**src/rtl/pa_partition_mean.sv**
```systemverilog
// Partitions a source RAM region around a pivot into a destination RAM.
// Words below the pivot fill upward from si; all other words fill downward from ei.
module pa_partition_mean #(
  parameter int SIZE_ADDR = 32,
  parameter int SIZE_DATA = 32
) (
  input  logic                 i_clk,
  input  logic                 i_rst_n,
  input  logic                 i_start,
  input  logic [SIZE_ADDR-1:0] i_addr_si,
  input  logic [SIZE_ADDR-1:0] i_addr_ei,
  input  logic [SIZE_DATA-1:0] i_mean_value,
  output logic                 o_en_ram,
  output logic [SIZE_ADDR-1:0] o_addr_ram,
  input  logic [SIZE_DATA-1:0] i_data_ram,
  input  logic                 i_valid_ram,
  output logic                 o_wr_en,
  output logic [SIZE_ADDR-1:0] o_wr_addr,
  output logic [SIZE_DATA-1:0] o_wr_data,
  output logic                 o_busy,
  output logic [SIZE_ADDR-1:0] o_addr_split,
  output logic                 o_done
);

  typedef enum logic [2:0] {
    S_IDLE,
    S_READ,
    S_WAIT,
    S_WRITE,
    S_DONE
  } state_t;

  localparam logic [SIZE_ADDR-1:0] ADDR_ONE = SIZE_ADDR'(1);

  state_t               state_q;
  logic [SIZE_ADDR-1:0] rd_ptr_q;
  logic [SIZE_ADDR-1:0] lo_ptr_q;
  logic [SIZE_ADDR-1:0] hi_ptr_q;
  logic [SIZE_ADDR-1:0] ei_q;
  logic [SIZE_DATA-1:0] mean_q;
  logic [SIZE_DATA-1:0] data_q;

  logic                 en_ram_q;
  logic [SIZE_ADDR-1:0] addr_ram_q;
  logic                 wr_en_q;
  logic [SIZE_ADDR-1:0] wr_addr_q;
  logic [SIZE_DATA-1:0] wr_data_q;
  logic                 busy_q;
  logic [SIZE_ADDR-1:0] split_q;
  logic                 done_q;

  logic incoming_low;
  logic held_low;

  assign incoming_low = (i_data_ram < mean_q);
  assign held_low     = (data_q < mean_q);

  // Strobes are set on entry to READ/WRITE/DONE so they are high exactly during that state.
  always_ff @(posedge i_clk or negedge i_rst_n) begin
    if (!i_rst_n) begin
      state_q    <= S_IDLE;
      rd_ptr_q   <= '0;
      lo_ptr_q   <= '0;
      hi_ptr_q   <= '0;
      ei_q       <= '0;
      mean_q     <= '0;
      data_q     <= '0;
      en_ram_q   <= 1'b0;
      addr_ram_q <= '0;
      wr_en_q    <= 1'b0;
      wr_addr_q  <= '0;
      wr_data_q  <= '0;
      busy_q     <= 1'b0;
      split_q    <= '0;
      done_q     <= 1'b0;
    end else begin
      case (state_q)
        S_IDLE: begin
          if (i_start) begin
            rd_ptr_q <= i_addr_si;
            lo_ptr_q <= i_addr_si;
            hi_ptr_q <= i_addr_ei;
            ei_q     <= i_addr_ei;
            mean_q   <= i_mean_value;
            busy_q   <= 1'b1;
            if (i_addr_si <= i_addr_ei) begin
              state_q    <= S_READ;
              en_ram_q   <= 1'b1;
              addr_ram_q <= i_addr_si;
            end else begin
              state_q <= S_DONE;
              done_q  <= 1'b1;
              split_q <= i_addr_si;
            end
          end
        end
        S_READ: begin
          en_ram_q <= 1'b0;
          state_q  <= S_WAIT;
        end
        S_WAIT: begin
          if (i_valid_ram) begin
            data_q    <= i_data_ram;
            wr_en_q   <= 1'b1;
            wr_data_q <= i_data_ram;
            wr_addr_q <= incoming_low ? lo_ptr_q : hi_ptr_q;
            state_q   <= S_WRITE;
          end
        end
        S_WRITE: begin
          wr_en_q <= 1'b0;
          if (held_low) lo_ptr_q <= lo_ptr_q + ADDR_ONE;
          else          hi_ptr_q <= hi_ptr_q - ADDR_ONE;
          if (rd_ptr_q == ei_q) begin
            state_q <= S_DONE;
            done_q  <= 1'b1;
            split_q <= held_low ? (lo_ptr_q + ADDR_ONE) : lo_ptr_q;
          end else begin
            rd_ptr_q   <= rd_ptr_q + ADDR_ONE;
            en_ram_q   <= 1'b1;
            addr_ram_q <= rd_ptr_q + ADDR_ONE;
            state_q    <= S_READ;
          end
        end
        S_DONE: begin
          done_q  <= 1'b0;
          busy_q  <= 1'b0;
          state_q <= S_IDLE;
        end
        default: state_q <= S_IDLE;
      endcase
    end
  end

  assign o_en_ram     = en_ram_q;
  assign o_addr_ram   = addr_ram_q;
  assign o_wr_en      = wr_en_q;
  assign o_wr_addr    = wr_addr_q;
  assign o_wr_data    = wr_data_q;
  assign o_busy       = busy_q;
  assign o_addr_split = split_q;
  assign o_done       = done_q;

endmodule

```
**config.mk**
```make
export PLATFORM = sky130hd
export DESIGN_NAME = pa_partition_mean
export DESIGN_NICKNAME = d
export VERILOG_FILES = /design/src/rtl/pa_partition_mean.sv
export SDC_FILE = /design/constraint.sdc
export NUM_CORES = 1
export LEC_CHECK = 0
export BUFFER_PORTS_ARGS = -buffer_cell sky130_fd_sc_hd__buf_2
export CAP_MARGIN = 25
export CORE_ASPECT_RATIO = 2
export CORE_MARGIN = 2
export CORE_UTILIZATION = 30
export CTS_BUF_LIST = sky130_fd_sc_hd__clkbuf_2 sky130_fd_sc_hd__clkbuf_4 sky130_fd_sc_hd__clkbuf_8
export DETAILED_ROUTE_END_ITERATION = 6
export GPL_TIMING_DRIVEN = 0
export PLACE_DENSITY_LB_ADDON = 0.15
export SLEW_MARGIN = 25
export SYNTH_ARGS = -nofsm -noshare
export SYNTH_HDL_FRONTEND = slang
export SYNTH_SLANG_ARGS = --single-unit
```
**constraint.sdc**
```tcl
create_clock -name i_clk -period 8.9 [get_ports i_clk]
set_clock_uncertainty 0.2 [all_clocks]
set_input_delay 0.89 -clock i_clk [delete_from_list [all_inputs] [get_ports i_clk]]
set_output_delay 0.89 -clock i_clk [all_outputs]
set_load 0.01 [all_outputs]
```
Yosys cells after proc, flatten, opt, wreduce, memory -nomap -nowiden:

Index checks and enable logic that the tools add are counted.

* register bits: 295
* output and inout bits: 132
* word-level logic and storage cells: 83

* add/subtract/negate cells: 3
* magnitude comparators: 3
* eq/ne operators: 12
* multiplexer cells: 33
* reduce and logical (&&, ||, !) cells: 18

Operators by type and width (number)
* 32-bit two-way mux: 11
* 32-bit one-hot mux with 2 select lines: 5
* 32-bit by 1-bit adder with 32-bit output (second input constant): 2
* 32-bit less-than comparator: 2
* 32-bit == test: 1
* 32-bit less-or-equal comparator: 1
* 32-bit by 1-bit subtractor with 32-bit output (second input constant): 1
* 4-bit AND reduction: 4
* 2-bit inequality test (second input constant): 7
* 3-bit two-way mux: 4
* 3-bit one-hot mux with 4 select lines: 1
* 2-bit AND reduction: 6
* 1-bit two-way mux: 8
* 3-bit by 2-bit == test with 1-bit output (second input constant): 2
* 1-bit one-hot mux with 3 select lines: 2
* 3-bit AND reduction: 2
* 2-bit nonzero test: 3
* 3-bit nonzero test: 2
* 1-bit one-hot mux with 2 select lines: 2
* 3-bit by 1-bit == test with 1-bit output (second input constant): 1
* 3-bit == test (second input constant): 1
* 3-bit zero test: 1

Longest topological paths before layout:

Gate-level depths: netlist (run 1).

* depth after elaboration: 4
* depth in mapped cells: 11
* mapped depth without buffers: 10

Worst setup path before layout (run 1):

No wires, ideal clock.

* path type: input to register
* start: input port i_addr_ei[30]
* end: register split_q[10] (netlist: o_addr_split[10])
* setup time: 0.125 ns
* arrival time: 3.074 ns
* data required time: 8.575 ns
* slack: 5.501 ns
* cell stages on the path: 10
* path through: inv_1 ha_1 nand4_1 nor4_1 nand2_1 a31o_2 nor2_1 inv_2 buf_4 mux2_2

* cells in the longest elaborated chain, start to end: 3

RTL lines
* start: declaration: RTL line 11 `input logic [SIZE_ADDR-1:0] i_addr_ei,`
* 32-bit less-or-equal comparator: RTL line 86 `if (i_addr_si <= i_addr_ei) begin`
* 2-bit inequality test (no source line)
* 4-bit AND reduction (no source line)
* end signal: assignment: RTL line 93 `split_q <= i_addr_si;`
* end signal: assignment: RTL line 117 `split_q <= held_low ? (lo_ptr_q + ADDR_ONE) : lo_ptr_q;`
* end: declaration: RTL line 49 `logic [SIZE_ADDR-1:0] split_q;`

Every way passes these cells.
A chain may end at the register's enable or synchronous reset.

==> results of run 1 <==
[cell type report]
cell class / instances / share of cell area, %
buffer: 128 / 2.50
timing repair buffer: 269 / 6.90
antenna: 1 / 0.0121
clock inverter: 12 / 0.688
multi-input combinational: 1425 / 43.3
clock buffer: 78 / 4.94
inverter: 79 / 1.43
tap: 756 / 4.56
sequential: 295 / 35.6
[where the power goes]
part	internal [uW]	total (uW)	switching, uW
logic	1410	3920	2510
clock network	817	1460	639
registers	2010	2590	581
[layout by cell type, fill, tap and decap left out, drive strengths merged, types with 10 or more instances in the layout]
| cell | synthesis | layout |
|---|---|---|
| o31ai | 26 | 26 |
| nand4 | 36 | 36 |
| o21a | 11 | 11 |
| o211ai | 10 | 10 |
| nand3 | 61 | 61 |
| or4 | 21 | 21 |
| xor2 | 46 | 46 |
| inv | 79 | 79 |
| nor2 | 148 | 148 |
| and3 | 19 | 19 |
| o22ai | 11 | 11 |
| xnor2 | 19 | 19 |
| buf | 33 | 300 |
| or3 | 11 | 11 |
| nor3 | 43 | 43 |
| o22a | 13 | 13 |
| ha | 97 | 97 |
| o21ai | 153 | 153 |
| mux2 | 82 | 82 |
| nor4 | 40 | 40 |
| a22oi | 15 | 15 |
| clkbuf | 95 | 174 |
| a31oi | 65 | 65 |
| nand2 | 265 | 265 |
| a21oi | 134 | 134 |
| dfrtp | 295 | 295 |
[sequential cells by signal (all words and copies together) (netlist names)]
signal and flops:
rd_ptr_q 32, o_busy 1, state_q 3, ei_q 32, mean_q 32, o_done 1
hi_ptr_q 32, o_wr_addr 32, o_addr_ram 32, lo_ptr_q 32, o_addr_split 32, o_en_ram 1
o_wr_data 32, o_wr_en 1
[through the flow]
stage          hold WS (ns)  std cells
3_5_place_dp          0.281       2950
3_3_place_gp          0.278       2946
4_1_cts               0.215       3041
5_1_grt               0.250       3043
2_1_floorplan         0.258       1927
6_report              0.263       3043
[routing by layer]
metal,part of all wire (%),vias to the layer above,GRT usage [%]
met2,45,690,38.4
met5,0,-,0
met4,4.3,0,10.4
met1,44,8072,33.0
met3,6.7,149,4.38
li1,-,7609,-
[cell families after synthesis]
logic type / count (synthesis) / synth area share, %
AO/OA/AOI/OAI: 493 / 17.3
XOR/XNOR: 65 / 3.32
adder cells (fa/ha/maj): 97 / 7.07
buffers and inverters: 207 / 4.75
flip-flops: 295 / 43.0
multiplexers: 87 / 5.67
AND/OR/NAND/NOR: 683 / 18.9
[worst paths after layout]
path | start | endpoint | slack, ns | depth (start not counted)
hold / removal | i_mean_value[26] | mean_q[26] | 0.26 | 3
min in group asynchronous | i_rst_n | mean_q[23] | 0.58 | 2
hold reg to reg | ei_q[0] | ei_q[0] | 0.29 | 2
max in group asynchronous | i_rst_n | rd_ptr_q[8] | 6.63 | 4
setup / recovery | o_wr_data[30] | o_addr_split[31] | 4.23 | 10
setup reg to reg | o_wr_data[30] | o_addr_split[31] | 4.23 | 10
[worst register-to-register path, cell delays in order, from the launching register on]
cell      delay (ns)
dfrtp_1         0.43
ha_1            0.34
nand4_1         0.16
nor4_1          0.59
nand3_1         0.24
a31oi_2         0.65
clkbuf_1        0.51
clkbuf_1        0.60
o31ai_1         0.18
a31oi_1         0.48
mux2_2          0.25
==> results.sh, run 1 <==
export IMPL_placed_area_mm2=0.0195
export IMPL_floorplan_initialDensity_pct=30.2
export IMPL_die_area_mm2=0.0592
export IMPL_globalplace_congestion=0.929
export IMPL_synth_area_leaders="dfrtp_1 (43%), ha_1 (7.1%), nand2_1 (5.8%)"
export IMPL_cap_violations=0
export IMPL_core_rowCount=124
export IMPL_min_period_over_period_pct=52.5
export IMPL_worstSetupStartpointType="register"
export IMPL_power_density_mw_per_mm2=384
export IMPL_antenna_left=0
export IMPL_root_buffer="clkbuf_8"
export IMPL_postCtsSetupBuffers=0
export IMPL_cp_slowest_cell="a31oi_2"
export IMPL_post_synth_instance_area_mm2=0.0172
export IMPL_wl_per_cell_um=24.1
export IMPL_layout_area_seq_mm2=0.00738
export IMPL_ioPinCount=264
export IMPL_number_of_global_route_vias_before_repair=16598
export IMPL_dp_hpwl_um=56400
export IMPL_timing_final_hold_violations=0
export IMPL_die_h_um=342
export IMPL_die_width_um=173
export IMPL_synthToLayoutAreaGrowth_pct=20.8
export IMPL_floorplan_core_area_mm2=0.0568
export IMPL_result_of_the_run="finished clean"
export IMPL_post_cts_hold_buffer_count=1
export IMPL_worst_vdd_rail_ir_drop_v=0.000160
export IMPL_fmax_ghz=0.214
export IMPL_final_critical_path_setup_slack_ns=4.23
export IMPL_synth_warnings=0
export IMPL_finalCriticalPeriod_ns=4.67
export IMPL_total_power_uw=7960
export IMPL_synthesis_area_per_instance_um2=8.91
export IMPL_tritoncts="done"
export IMPL_layout_cell_area_non_filler_mm2=0.0207
export IMPL_post_synth_top_area_cell="dfrtp_1"
export IMPL_critical_path_cell_chain="ha_1, nand4_1, nor4_1, nand3_1, a31oi_2, clkbuf_1, clkbuf_1, o31ai_1, a31oi_1, mux2_2"
export IMPL_clkSlewWorstSetupHoldPaths_ns=0.07
export IMPL_worst_path_most_repeated_cell="clkbuf_1"
export IMPL_track_usage_pct=24.4
export IMPL_multi_input_comb_area_mm2=0.00898
export IMPL_synth_seq_area_share_pct=43.0
export IMPL_crit_path_end_kind="register"
export IMPL_hp_class="input pin to register"
export IMPL_worstPathMaxFanout=10
export IMPL_htree_levels=2
export IMPL_slew_violations=0
export IMPL_cts_resized=0
export IMPL_critPathTopFamily="compound AO/OA/AOI/OAI gates"
export IMPL_drc_markers=0
export IMPL_portBuffers=263
export IMPL_finalSetupTns_ns=0
export IMPL_worst_ep_arrival_time_ns=5.04
export IMPL_route_final_wire_length_um=73300
export IMPL_dominantRegCellSynth="dfrtp_1"
export IMPL_grt_overflow_total=0
export IMPL_dr_total_vias=16520
export IMPL_grt_pass1_wl_um=108000
export IMPL_synth_top_cell_area_share_pct=43.0
export IMPL_leakagePower_uw=0.00906
export IMPL_initialDrtViolationCount=1285
export IMPL_synth_edff_count=0
export IMPL_pre_cts_ws_ns=4.27
export IMPL_postSynthRegisterBits=295
export IMPL_drt_first_pass_iters=6
export IMPL_slew_headroom_pct=30.5
export IMPL_maximum_number_of_pins_on_one_net_before_global_route_repair=85
export IMPL_antenna_violations_before_repair=1
export IMPL_post_route_util_pct=36.5
export IMPL_cts_sinks=295
export IMPL_ys_top_cells_by_count="dfrtp_1 (295), nand2_1 (264), o21ai_0 (151)"
export IMPL_critical_path_n_buffers_inverters=2
export IMPL_most_frequent_cell_after_synthesis="dfrtp_1"
export IMPL_worst_slew_pin_transition_ns=1.04
export IMPL_setup_viol_count_final=0
export IMPL_cts_made_buffers=50
export IMPL_worstPathRequired_ns=9.27
export IMPL_postSynthCellCount=1927
export IMPL_layout_drive_gt1_share_pct=21.1
export IMPL_num_fill_cells=6103
export IMPL_criticalPathCategory="register to register"
export IMPL_clock_tree_buffer_depth=3
export IMPL_synthArstFlopShare_pct=100
export IMPL_drt_vias_per_instance=5.43
export IMPL_critical_path_max_stage_delay_ns=0.64
export IMPL_syn_num_nets=2156
export IMPL_ys_types=73
export IMPL_design_final_nets=2477
export IMPL_clock_latency_ns=0.64
export IMPL_rsz0062_at_grt="false"
(Power assumes the default switching activity.)
==> run 2: changes to the inputs <==
==> constraint.sdc (replaced) <==
create_clock -name i_clk -period 3.9 [get_ports i_clk]
set_clock_uncertainty 0.2 [all_clocks]
set_input_delay 0.39 -clock i_clk [delete_from_list [all_inputs] [get_ports i_clk]]
set_output_delay 0.39 -clock i_clk [all_outputs]
set_load 0.01 [all_outputs]
==> results.sh, run 2 (synthesis results as in run 1) <==
export IMPL_antenna_left=0
export IMPL_worst_r2r_path_depth=11
export IMPL_die_h_um=342
export IMPL_r2r_start="state_q[2]"
export IMPL_leakagePower_uw=0.00963
export IMPL_grt_overflow_total=0
export IMPL_drt_vias_per_instance=5.36
export IMPL_floorplan_initialDensity_pct=30.2
export IMPL_layout_common_cells="dfrtp_1 (295), buf_2 (279), nand2_1 (264)"
export IMPL_ioPinCount=264
export IMPL_pre_cts_ws_ns=-0.732
export IMPL_layout_drive_gt1_share_pct=21.2
export IMPL_hold_slack_ns=0.0914
export IMPL_worst_vdd_rail_ir_drop_v=0.000371
export IMPL_worstPathRequired_ns=4.21
export IMPL_timing_rr_end="o_addr_split[19]"
export IMPL_die_area_mm2=0.0592
export IMPL_timing_reg2reg_setup_slack_ns=0.14
export IMPL_clock_tree_buffer_depth=3
export IMPL_grt_pass1_wl_um=110000
export IMPL_total_power_uw=18400
export IMPL_result_of_the_run="finished clean"
export IMPL_final_critical_path_setup_slack_ns=0.143
export IMPL_antenna_violations_before_repair=1
export IMPL_synthToLayoutAreaGrowth_pct=28.5
export IMPL_clock_latency_ns=0.64
export IMPL_critical_path_max_stage_delay_ns=0.51
export IMPL_track_usage_pct=24.8
export IMPL_portBuffers=263
export IMPL_num_fill_cells=5987
export IMPL_route_final_wire_length_um=74200
export IMPL_tritoncts="done"
export IMPL_cts_sinks=295
export IMPL_die_width_um=173
export IMPL_worst_slew_pin_transition_ns=0.996
export IMPL_slew_violations=0
export IMPL_clkSlewWorstSetupHoldPaths_ns=0.07
export IMPL_hp_class="input pin to async pin"
export IMPL_slew_headroom_pct=33.3
export IMPL_dr_total_vias=16984
export IMPL_worst_path_stages=11
export IMPL_core_rowCount=124
export IMPL_setup_viol_count_final=0
export IMPL_worst_setup_path_startpoint="state_q[2]"
export IMPL_wl_per_cell_um=23.4
export IMPL_number_of_global_route_vias_before_repair=17142
export IMPL_rsz0062_at_grt="false"
export IMPL_min_period_over_period_pct=96.3
export IMPL_htree_levels=2
export IMPL_critPathTopFamily="simple AND/OR/NAND/NOR gates"
export IMPL_timing_final_hold_violations=0
export IMPL_floorplan_core_area_mm2=0.0568
export IMPL_worstSetupStartpointType="register"
export IMPL_critical_path_n_buffers_inverters=5
export IMPL_worst_ep_arrival_time_ns=4.07
export IMPL_root_buffer="clkbuf_8"
export IMPL_worstPathMaxFanout=10
export IMPL_drc_markers=0
export IMPL_final_common_cell="dfrtp_1"
export IMPL_criticalPathCategory="register to register"
export IMPL_cts_made_buffers=50
export IMPL_timing_critical_path_to="o_addr_split[19]"
export IMPL_initialDrtViolationCount=1188
export IMPL_crit_path_end_kind="register"
export IMPL_drt_first_pass_iters=6
export IMPL_design_final_nets=2602
export IMPL_globalplace_congestion=0.929
export IMPL_finalCriticalPeriod_ns=3.76
export IMPL_cp_slowest_cell="or4_1"
export IMPL_critical_path_cell_chain="buf_2, nand3b_4, nor4_1, nand4_1, or4_1, clkbuf_1, inv_1, nor2_2, inv_2, buf_4, mux2_2"
export IMPL_cap_violations=0
export IMPL_maximum_number_of_pins_on_one_net_before_global_route_repair=85
export IMPL_fmax_ghz=0.266
export IMPL_dp_hpwl_um=56400
export IMPL_power_density_mw_per_mm2=832
## run 2: cell count changes in the layout (fill, tap and decap cells not counted), sizes merged
cell         previous run  this run
buf                   300       305
clkbuf                174       173
dlygate4sd3             1       122
## run 2: worst min path at each step
| stage | startpoint | end | slack, ns | depth (start not counted) |
|---|---|---|---|---|
| finish | i_rst_n | mean_q[20] | 0.09 | 2 |
| global route | i_addr_si[30] | lo_ptr_q[30] | 0.08 | 3 |
| CTS | i_addr_si[30] | lo_ptr_q[30] | 0.04 | 3 |
| detailed placement | i_rst_n | mean_q[23] | 0.16 | 1 |
| global placement | ei_q[0] | ei_q[0] | 0.28 | 2 |
| floorplan | i_rst_n | ei_q[0] | -0.11 | 0 |
## run 2: metrics by stage
stage | cell area (um^2) | setup TNS, ns | instances | util (%)
after global placement | 19400 | -1207.26 | 2946 | 34.2
after CTS | 22000 | 0 | 3162 | 38.7
after detailed placement | 19500 | -22.15 | 2950 | 34.4
after floorplan | 17200 | 0 | 1927 | -
final | 22100 | 0 | 3168 | 38.8
after global routing | 22100 | 0 | 3168 | 38.8
## run 2: per-layer routing
layer	GRT usage [%]	wire length, um	vias up
met4	11.5	3490	0
met2	38.9	33500	700
met5	0	0	-
li1	-	-	7845
met1	33.3	32500	8284
met3	4.18	4770	155
## run 2: final cells by class
| type | count | area, um^2 | area share, % |
|---|---|---|---|
| repair buffers | 394 | 2670 | 12.1 |
| multi-input cells | 1425 | 9060 | 41.1 |
| clock buffers | 78 | 1020 | 4.64 |
| plain buffers | 128 | 533 | 2.42 |
| flip-flops and latches | 295 | 7380 | 33.5 |
| diodes | 1 | 2.50 | 0.0113 |
| well taps | 756 | 946 | 4.29 |
| clock inverters | 12 | 143 | 0.647 |
| inverters | 79 | 297 | 1.34 |
## run 2: repair_timing
action,in CTS,in global routing
buffers inserted,0,4
gates resized for setup,14,20
endpoints found under the setup margin,80,68
endpoints found under the hold margin,362,0
hold buffers,122,0
## run 2: power by group
part	switching [uW]	total, uW	internal (uW)	leakage [uW]
clock network	1460	3320	1870	0.000606
registers	1340	5930	4580	0.00349
logic	5780	9110	3330	0.00554
total	8580	18400	9780	0.00963
==> run 3: changes to the inputs <==
--- a/config.mk
+++ b/config.mk
@@ -5,6 +5,7 @@
 export SDC_FILE = /design/constraint.sdc
 export NUM_CORES = 1
 export LEC_CHECK = 0
+export ABC_AREA = 1
 export BUFFER_PORTS_ARGS = -buffer_cell sky130_fd_sc_hd__buf_2
 export CAP_MARGIN = 25
 export CORE_ASPECT_RATIO = 2
@@ -14,7 +15,7 @@
 export DETAILED_ROUTE_END_ITERATION = 6
 export GPL_TIMING_DRIVEN = 0
 export PLACE_DENSITY_LB_ADDON = 0.15
-export SLEW_MARGIN = 25
+export SLEW_MARGIN = 20
 export SYNTH_ARGS = -nofsm -noshare
 export SYNTH_HDL_FRONTEND = slang
 export SYNTH_SLANG_ARGS = --single-unit
==> results.sh, run 3 <==
export IMPL_result_of_the_run="finished clean"
export IMPL_synth_warnings=0
export IMPL_floorplan_initialDensity_pct=30.3
export IMPL_drc_markers=0
export IMPL_synth_edff_count=0
export IMPL_root_buffer="clkbuf_8"
export IMPL_post_synth_instance_area_mm2=0.0179
export IMPL_dp_hpwl_um=60200
export IMPL_timing_rr_end="o_wr_addr[1]"
export IMPL_leakagePower_uw=0.0116
export IMPL_design_final_nets=3134
export IMPL_worstPathMaxFanout=10
export IMPL_worst_setup_path_startpoint="i_data_ram[17]"
export IMPL_postCtsSetupBuffers=0
export IMPL_cts_made_buffers=51
export IMPL_final_critical_path_setup_slack_ns=0.816
export IMPL_initialDrtViolationCount=1160
export IMPL_finalCriticalPeriod_ns=3.08
export IMPL_drt_first_pass_iters=5
export IMPL_synthToLayoutAreaGrowth_pct=25.6
export IMPL_postSynthRegisterBits=295
export IMPL_ys_top_cells_by_count="nand2_1 (1,013), dfrtp_1 (295), inv_1 (206)"
export IMPL_die_h_um=349
export IMPL_track_usage_pct=24.5
export IMPL_critPathTopFamily="compound AO/OA/AOI/OAI gates"
export IMPL_core_rowCount=126
export IMPL_clock_latency_ns=0.64
export IMPL_number_of_global_route_vias_before_repair=18591
export IMPL_die_area_mm2=0.0616
export IMPL_synthArstFlopShare_pct=100
export IMPL_total_power_uw=17900
export IMPL_worstPathRequired_ns=4.27
export IMPL_portBuffers=263
export IMPL_min_period_over_period_pct=79.1
export IMPL_worst_ep_arrival_time_ns=3.45
export IMPL_timing_reg2reg_setup_slack_ns=0.84
export IMPL_htree_levels=2
export IMPL_route_final_wire_length_um=75400
export IMPL_antenna_violations_before_repair=2
export IMPL_ioPinCount=264
export IMPL_most_frequent_cell_after_synthesis="nand2_1"
export IMPL_tritoncts="done"
export IMPL_clkSlewWorstSetupHoldPaths_ns=0.07
export IMPL_layout_drive_gt1_share_pct=16.6
export IMPL_clock_tree_buffer_depth=3
export IMPL_floorplan_core_area_mm2=0.0590
export IMPL_ys_types=45
export IMPL_crit_path_end_kind="register"
export IMPL_slew_headroom_pct=49.7
export IMPL_cts_resized=0
export IMPL_post_cts_hold_buffer_count=100
export IMPL_drt_vias_per_instance=4.85
export IMPL_timing_final_hold_violations=0
export IMPL_cts_sinks=295
export IMPL_synth_area_leaders="dfrtp_1 (41%), nand2_1 (21%), ha_1 (6.8%)"
export IMPL_rsz0062_at_grt="false"
export IMPL_critical_path_max_stage_delay_ns=0.59
export IMPL_grt_pass1_wl_um=113000
export IMPL_dominantRegCellSynth="dfrtp_1"
export IMPL_fmax_ghz=0.324
export IMPL_power_density_mw_per_mm2=796
export IMPL_postSynthCellCount=2486
export IMPL_cap_violations=0
export IMPL_antenna_left=0
export IMPL_r2r_start="mean_q[17]"
export IMPL_criticalPathCategory="input pin to register"
export IMPL_worst_path_most_repeated_cell="nand2_1"
export IMPL_die_width_um=177
export IMPL_pre_cts_ws_ns=0.784
export IMPL_layout_common_cells="nand2_1 (1,013), buf_2 (297), dfrtp_1 (295)"
export IMPL_final_common_cell="nand2_1"
export IMPL_synth_seq_area_share_pct=41.3
export IMPL_hp_class="input pin to async pin"
export IMPL_wl_per_cell_um=20.3
export IMPL_maximum_number_of_pins_on_one_net_before_global_route_repair=87
export IMPL_worstSetupStartpointType="input pin"
export IMPL_placedCellCount=3520
export IMPL_critical_path_cell_chain="dlygate4sd3_1, buf_2, ha_1, a21oi_1, o21ai_1, nand4_1, o211ai_1, a21oi_1, nand2_1, buf_2, nand2_1, nand3_1, nand2_1"
export IMPL_synthesis_area_per_instance_um2=7.18
export IMPL_slew_violations=0
export IMPL_dr_total_vias=18004
export IMPL_critical_path_n_buffers_inverters=3
export IMPL_grt_overflow_total=0
export IMPL_worst_slew_pin_transition_ns=0.747
export IMPL_syn_num_nets=2715
export IMPL_worst_r2r_path_depth=12
export IMPL_cp_slowest_cell="a21oi_1"
export IMPL_synth_top_cell_area_share_pct=41.3
export IMPL_worst_vdd_rail_ir_drop_v=0.000371
export IMPL_post_synth_top_area_cell="dfrtp_1"
export IMPL_globalplace_congestion=0.975
export IMPL_setup_viol_count_final=0
export IMPL_final_cells=3715
run 3: stage by stage:
| stage | hold slack [ns] | cell area (um^2) | utilization, % | TNS, ns |
|---|---|---|---|---|
| floorplan | -0.106 | 17900 | - | 0 |
| global placement | 0.257 | 20100 | 34.2 | -1124.30 |
| detailed placement | 0.165 | 20200 | 34.3 | 0 |
| CTS | 0.0470 | 22400 | 38.0 | 0 |
| global route | 0.0583 | 22400 | 38.0 | 0 |
| finish | 0.0751 | 22400 | 38.0 | 0 |
run 3: final cells by class:
type,count,area [um^2]
diodes,1,2.50
plain buffers,92,472
clock buffers,82,1030
clock inverters,12,164
fillers,6367,36500
inverters,230,871
multi-input cells,1869,9140
flip-flops and latches,295,7380
well taps,768,961
repair buffers,366,2410
run 3: how the worst max path moves through the flow:
stage,endpoint,slack [ns],depth (start not counted)
2_1_floorplan,hi_ptr_q[29],1.67,14
3_3_place_gp,o_addr_ram[8],-3.90,1
3_5_place_dp,o_wr_addr[1],0.78,12
4_1_cts,o_wr_addr[1],0.86,12
5_1_grt,o_addr_ram[2],0.68,15
6_report,o_wr_addr[1],0.82,13
run 3: cells by family after synthesis:
logic type	after synthesis	share of synthesized area, %
AOI/OAI and AO/OA	275	7.85
adders and majority gates	97	6.80
buffers and inverters	322	7.52
and+or+nand+nor	1454	34.4
DFF	295	41.3
xor gates and xnor gates	43	2.11
run 3: layer usage:
layer	global-route usage [%]	vias to the layer above	wire [um]
met2	44.1	597	37900
met5	0	-	9
met1	27.0	8443	28400
met4	16.3	2	5580
li1	-	8793	-
met3	2.61	169	3490
run 3: power by group:
group	switching (uW)	total [uW]	internal (uW)
registers	1250	5780	4530
logic	5810	8710	2910
clock network	1430	3360	1930
total	8490	17900	9370
